<file path="config.mk">
export PLATFORM = sky130hd
export DESIGN_NAME = rg_response_reader_flat
export DESIGN_NICKNAME = d
export VERILOG_FILES = /design/src/rtl/rg_response_reader_if.sv /design/src/rtl/rg_response_reader.sv /design/src/flat_wrapper.sv
export SDC_FILE = /design/constraint.sdc
export NUM_CORES = 1
export LEC_CHECK = 0
export ABC_CLOCK_PERIOD_IN_PS = 4600
export BUFFER_PORTS_ARGS = -buffer_cell sky130_fd_sc_hd__buf_4
export CAP_MARGIN = 20
export CORE_MARGIN = 5
export CORE_UTILIZATION = 45
export DETAILED_ROUTE_END_ITERATION = 8
export PLACE_DENSITY = 0.67
export SLEW_MARGIN = 20
export SYNTH_ARGS = -nofsm -noshare
export SYNTH_HDL_FRONTEND = slang
export SYNTH_SLANG_ARGS = --single-unit
export TNS_END_PERCENT = 5
</file>
<file path="constraint.sdc">
create_clock -name iClk -period 4.6 [get_ports iClk]
set_input_delay 0.23 -clock iClk [delete_from_list [all_inputs] [get_ports iClk]]
set_output_delay 0.23 -clock iClk [all_outputs]
set_load 0.1 [all_outputs]
</file>
<file path="src/rtl/rg_response_reader_if.sv">
// Ring-generator / response-word bundle between the response reader (master)
// and the generator plus register-side consumer (slave).
interface rg_response_reader_if;
   logic        oRgEn;         // generator enable
   logic        oRgInit;       // generator init strobe
   logic [63:0] oRgChallenge;  // challenge presented to the generator
   logic        iSerial;       // generator serial output (state[0])
   logic [31:0] oData;         // collected response word
   logic        oValid;        // oData holds an unaccepted word
   logic        iReady;        // consumer accepts oData

   modport master (
      output oRgEn, oRgInit, oRgChallenge, oData, oValid,
      input  iSerial, iReady
   );

   modport slave (
      input  oRgEn, oRgInit, oRgChallenge, oData, oValid,
      output iSerial, iReady
   );
endinterface

</file>
<file path="src/rtl/rg_response_reader.sv">
// Response reader: loads a challenge into the ring generator, runs the
// warm-up, then packs the serial stream into 32-bit words handed out over
// valid/ready. The generator is frozen while a word waits for acceptance,
// so the captured bit stream stays contiguous across words.
module rg_response_reader #(
   parameter int WARMUP = 128,
   parameter int WCNT_W = 8
) (
   input  logic                 iClk,
   input  logic                 iRst,
   input  logic                 iStart,
   input  logic                 iStop,
   input  logic [63:0]          iChallenge,
   input  logic [7:0]           iNumWords,
   output logic                 oBusy,
   output logic                 oDone,
   rg_response_reader_if.master bus
);

   typedef enum logic [2:0] {
      S_IDLE    = 3'd0,
      S_LOAD    = 3'd1,
      S_WARM    = 3'd2,
      S_COLLECT = 3'd3,
      S_HOLD    = 3'd4
   } state_t;

   // Last warm-up count; unused when WARMUP is 0 because LOAD skips WARM.
   localparam logic [WCNT_W-1:0] WARM_LAST = (WARMUP > 0) ? WCNT_W'(WARMUP - 1) : '0;

   state_t              state_q,  state_d;
   logic [WCNT_W-1:0]   wcnt_q,   wcnt_d;
   logic [4:0]          bcnt_q,   bcnt_d;
   logic [8:0]          words_q,  words_d;
   logic [31:0]         shift_q,  shift_d;
   logic [31:0]         data_q,   data_d;
   logic [63:0]         chal_q,   chal_d;
   logic                en_q,     en_d;
   logic                init_q,   init_d;
   logic                valid_q,  valid_d;
   logic                busy_q,   busy_d;
   logic                done_q,   done_d;

   // Next-state, counters, datapath and registered outputs derived from next state.
   always_comb begin
      // NOTE: every signal gets a default before any branch; a path that leaves
      // one unassigned would infer a latch instead of combinational logic.
      state_d = state_q;
      wcnt_d  = wcnt_q;
      bcnt_d  = bcnt_q;
      words_d = words_q;
      shift_d = shift_q;
      data_d  = data_q;
      chal_d  = chal_q;
      done_d  = 1'b0;

      if (iStop) begin
         // Abort wins over everything, including a simultaneous start in IDLE.
         state_d = S_IDLE;
         wcnt_d  = '0;
         bcnt_d  = '0;
      end else begin
         unique case (state_q)
            S_IDLE: begin
               if (iStart) begin
                  chal_d  = iChallenge;
                  words_d = (iNumWords == 8'd0) ? 9'd256 : {1'b0, iNumWords};
                  state_d = S_LOAD;
               end
            end
            S_LOAD: begin
               wcnt_d  = '0;
               bcnt_d  = '0;
               state_d = (WARMUP > 0) ? S_WARM : S_COLLECT;
            end
            S_WARM: begin
               if (wcnt_q == WARM_LAST) begin
                  wcnt_d  = '0;
                  state_d = S_COLLECT;
               end else begin
                  wcnt_d = wcnt_q + 1'b1;
               end
            end
            S_COLLECT: begin
               // Right shift: the first captured bit ends up in bit 0.
               shift_d = {bus.iSerial, shift_q[31:1]};
               bcnt_d  = bcnt_q + 1'b1;
               if (bcnt_q == 5'd31) begin
                  data_d  = shift_d;
                  state_d = S_HOLD;
               end
            end
            S_HOLD: begin
               if (valid_q && bus.iReady) begin
                  words_d = words_q - 9'd1;
                  if (words_q == 9'd1) begin
                     state_d = S_IDLE;
                     done_d  = 1'b1;
                  end else begin
                     state_d = S_COLLECT;
                  end
               end
            end
            default: state_d = S_IDLE;
         endcase
      end

      // Outputs are registered, so they are decoded from the state being entered.
      en_d    = (state_d == S_LOAD) || (state_d == S_WARM) || (state_d == S_COLLECT);
      init_d  = (state_d == S_LOAD);
      valid_d = (state_d == S_HOLD);
      busy_d  = (state_d != S_IDLE);
   end

   // State and output registers with synchronous reset to all-zero outputs.
   always_ff @(posedge iClk) begin
      // NOTE: sequential state uses non-blocking assignments so every flop
      // samples the pre-edge values regardless of statement order.
      if (iRst) begin
         state_q <= S_IDLE;
         wcnt_q  <= '0;
         bcnt_q  <= '0;
         words_q <= '0;
         shift_q <= '0;
         data_q  <= '0;
         chal_q  <= '0;
         en_q    <= 1'b0;
         init_q  <= 1'b0;
         valid_q <= 1'b0;
         busy_q  <= 1'b0;
         done_q  <= 1'b0;
      end else begin
         state_q <= state_d;
         wcnt_q  <= wcnt_d;
         bcnt_q  <= bcnt_d;
         words_q <= words_d;
         shift_q <= shift_d;
         data_q  <= data_d;
         chal_q  <= chal_d;
         en_q    <= en_d;
         init_q  <= init_d;
         valid_q <= valid_d;
         busy_q  <= busy_d;
         done_q  <= done_d;
      end
   end

   assign bus.oRgEn        = en_q;
   assign bus.oRgInit      = init_q;
   assign bus.oRgChallenge = chal_q;
   assign bus.oData        = data_q;
   assign bus.oValid       = valid_q;
   assign oBusy            = busy_q;
   assign oDone            = done_q;

endmodule

</file>
<file path="src/flat_wrapper.sv">
// flat-port wrapper written by rule: the top's interface ports become plain ports
module rg_response_reader_flat 
#(
   parameter int WARMUP = 128,
   parameter int WCNT_W = 8
)
  (iClk, iRst, iStart, iStop, iChallenge, iNumWords, oBusy, oDone, bus_oRgEn, bus_oRgInit, bus_oRgChallenge, bus_oData, bus_oValid, bus_iSerial, bus_iReady);
  rg_response_reader_if bus_i ();
  input  logic iClk;
  input  logic iRst;
  input  logic iStart;
  input  logic iStop;
  input  logic [63:0] iChallenge;
  input  logic [7:0] iNumWords;
  output logic oBusy;
  output logic oDone;
  output wire logic [$bits(bus_i.oRgEn)-1:0] bus_oRgEn;
  output wire logic [$bits(bus_i.oRgInit)-1:0] bus_oRgInit;
  output wire logic [$bits(bus_i.oRgChallenge)-1:0] bus_oRgChallenge;
  output wire logic [$bits(bus_i.oData)-1:0] bus_oData;
  output wire logic [$bits(bus_i.oValid)-1:0] bus_oValid;
  input wire logic [$bits(bus_i.iSerial)-1:0] bus_iSerial;
  input wire logic [$bits(bus_i.iReady)-1:0] bus_iReady;
  assign bus_oRgEn = bus_i.oRgEn;
  assign bus_oRgInit = bus_i.oRgInit;
  assign bus_oRgChallenge = bus_i.oRgChallenge;
  assign bus_oData = bus_i.oData;
  assign bus_oValid = bus_i.oValid;
  assign bus_i.iSerial = bus_iSerial;
  assign bus_i.iReady = bus_iReady;
  rg_response_reader #(.WARMUP(WARMUP), .WCNT_W(WCNT_W)) u_core (.iClk(iClk), .iRst(iRst), .iStart(iStart), .iStop(iStop), .iChallenge(iChallenge), .iNumWords(iNumWords), .oBusy(oBusy), .oDone(oDone), .bus(bus_i));
endmodule
</file>
==> impl_metrics.tcl <==
set metrics [dict create \
    status "finished clean" \
    hp-class "primary input to flop" \
    power_density_mw_per_mm2 401 \
    synth.distinct_cells 51 \
    rr_startpoint "u_core.state_q[1]" \
    post_cts_resized 0 \
    clkTransAtPathRegs_ns 0.06 \
    root_buffer "clkbuf_16" \
    synth_edf_count 0 \
    start_kind "flop" \
    grt_use_total 0.197 \
    yosys.area_share.adder 0.0104 \
    clockPowerShare 0.427 \
    end_kind "flop" \
    clock_skew_ns 0.00701 \
    cts_buffers 17 \
    required_ns 4.93 \
    nFillCells 1219 \
    syn_inst 759 \
    p_leak_nw 3.09 \
    use_met2 0.323 \
    wl_per_cell_um 14.2 \
    power.share.switching 0.270 \
    crit_start "u_core.state_q[1]" \
    critPathArrivalTime_ns 2.91 \
    antenna_cells 0 \
    clock_sinks 157 \
    io_pins 179 \
    die_h_um 125 \
    h-tree-depth 4 \
    vdd_drop_max_v 0.000206 \
    numPortBuffers 178 \
    die_w_um 125 \
    synthMuxAreaShare 0.00334 \
    grt_pass1_vias 5293 \
    grt_pass1_wl_mm 25.9 \
    dp_hpwl_mm 10.9 \
    cts_buffer_depth 2 \
    syn_nets 842 \
    clk_latency_ns 0.41 \
    fmax_mhz 388 \
    synth_top_family_by_area "simple AND/OR/NAND/NOR gates" \
    drt_drc_violations_left 0 \
    yosysSeqAreaShare 0.524 \
    core_mm2 0.0131 \
    rsz0062_at_grt "no" \
    setup_tns_ns 0 \
    cap_violations 0 \
    async_flop_share 0 \
    p_sw_w 0.000859 \
    use_met3 0.0580 \
    drt_pre_antenna_iters 4 \
    finalCriticalPeriod_ns 2.57 \
    viasPerCell 5.11 \
    ys_ff_latch 157 \
    ant_nets 0 \
    row_count 42 \
    syn2layout_area_growth_pct 32.5 \
    slew_headroom 0.375 \
    p_seq_frac 0.444 \
    drtIter0Drc 305 \
    cp_cell_sequence "or4b_4 -> nor2_4 -> buf_4 -> nand2_1 -> a21oi_1" \
    cts_tree "built" \
    slew_viol_final 0 \
    finalHoldViolCount 0 \
    nNetsFinal 989 \
    syn_avg_cell_area_um2 7.90 \
    grt_util_met1 0.248 \
    place_congestion 0.827 \
    tightest_slew_ns 0.938 \
    post_cts_buffers 0 \
    synth_simple_gate_area_frac 0.242 \
    synth_compound_area_frac 0.176 \
    synth_area_mm2 0.00600 \
    combPwrFrac 0.130 \
    path_class "flop to flop" \
    wirelength_mm 15.6 \
    grt_max_degree 93 \
    crit_fanout 40 \
    dieArea_mm2 0.0157 \
    ys.flop_type "dfxtp_1" \
    synth_warnings 0 \
    yosys.area_share.xor_xnor 0.00146 \
    drive_above_1_share 0.244 \
    total_power_w 0.00318 \
    num_vias 5590 \
    holdBufCountCts 0 \
    initial_core_util 0.456 \
    min-delay-start "iChallenge[61]" \
    fin_crit_sh 0.560 \
    overflow 0 \
    cpMaxStageDelayCell "nor2_4" \
    top_usage_layer "met2" \
    slowest_delay_ns 0.68 \
    grt_antenna_before_repair 0 \
    setup_viol 0 \
    p_int_w 0.00232 \
]
[stage by stage]
step	setup WS [ns]	hold slack [ns]	cell area [µm²]	instances	utilization
detailed placement	1.81	0.447	7360	1063	0.560
CTS	1.78	0.0395	7940	1095	0.604
floorplan	2.73	0.366	6000	759	-
global route	1.79	0.0480	7950	1095	0.605
finish	2.03	0.0553	7950	1095	0.605
global placement	1.94	0.442	7360	1063	0.560
[critical path, delay by kind of cell (launching register included)]
family | cells | cell delay [ns]
buf+inv | 1 | 0.40
simple gates | 3 | 1.43
flops | 1 | 0.50
compound gates | 1 | 0.13
[cell families after synthesis]
group,count (synthesis)
compound gates,192
xor+xnor,1
fa+ha+maj,5
buf+inv,58
flops,157
mux,2
simple gates,344
[flip-flops by register name, indices dropped and copies added, names as in the netlist]
signal and flops:
u_core.bcnt_q 5, u_core.bus.oData 32, u_core.bus.oRgChallenge 64, u_core.bus.oRgEn 1
u_core.bus.oRgInit 1, u_core.bus.oValid 1, u_core.oBusy 1, u_core.oDone 1
u_core.shift_q 31, u_core.state_q 3, u_core.wcnt_q 8, u_core.words_q 9
[metal layers]
metal / share of wire / vias to the layer above
li1: - / 2831
met1: 0.44 / 2557
met2: 0.48 / 181
met3: 0.061 / 21
met4: 0.021 / 0
met5: 0 / -
[final timing paths]
path                                                     to  slack [ns]  depth (start not counted)
worst min-delay path            u_core.bus.oRgChallenge[61]        0.06                          3
worst max-delay path            u_core.bus.oRgChallenge[30]        2.03                          5
worst max register to register  u_core.bus.oRgChallenge[30]        2.03                          5
worst min register to register            u_core.shift_q[1]        0.45                          2
[layout make-up]
class	instances	area, µm²	share of cell area
multi-input cells	544	2630	0.331
inverters	5	18.8	0.00236
clock buffers	21	460	0.0579
repair buffers	181	1360	0.171
well taps	176	220	0.0277
flip-flops and latches	157	3140	0.396
clock inverters	11	118	0.0148
[synthesized netlist by cell type, drive strengths merged, types with 2 or more instances]
master  count  share of area
o21ai      15          0.013
mux2i       2         0.0033
dfxtp     157           0.52
nor3b       3         0.0046
o32ai       2         0.0029
nor4bb      2         0.0033
buf        16          0.016
or4b        2         0.0040
a21o        3         0.0038
o211ai      2         0.0025
a21oi     147           0.12
a31oi       3         0.0031
nor4b       3         0.0044
a22oi       4         0.0050
nand3      10         0.0083
nand2b      7         0.0073
nor3        6         0.0050
o21a        3         0.0038
nor4        5         0.0052
and2        3         0.0031
nand3b      2         0.0025
ha          5          0.010
a211oi      4         0.0058
clkbuf     37          0.023
nand2     270           0.17
nand4       2         0.0021
inv         5         0.0031
nor2       22          0.015
nor2b       2         0.0021
[power by group through the flow]
| stage | clock (W) | combinational [W] | sequential, W |
|---|---|---|---|
| 3_5_place_dp | 0 | 0.000414 | 0.00144 |
| 6_report | 0.00136 | 0.000413 | 0.00141 |
| 5_1_grt | 0.00145 | 0.000437 | 0.00142 |
| 3_3_place_gp | 0 | 0.000410 | 0.00144 |
| 2_1_floorplan | 0 | 0.000101 | 0.00163 |
| 4_1_cts | 0.00138 | 0.000414 | 0.00141 |
[cell usage in the layout, fill, tap and decap left out, drive strengths merged, types with 6 or more instances in the layout]
master,instances
nor3,6
clkbuf,21
buf,181
clkinv,7
nand2b,7
a21oi,147
nor2,22
nand3,10
nand2,270
dfxtp,157
o21ai,15
Note: power is estimated with default switching activity, not from simulation.
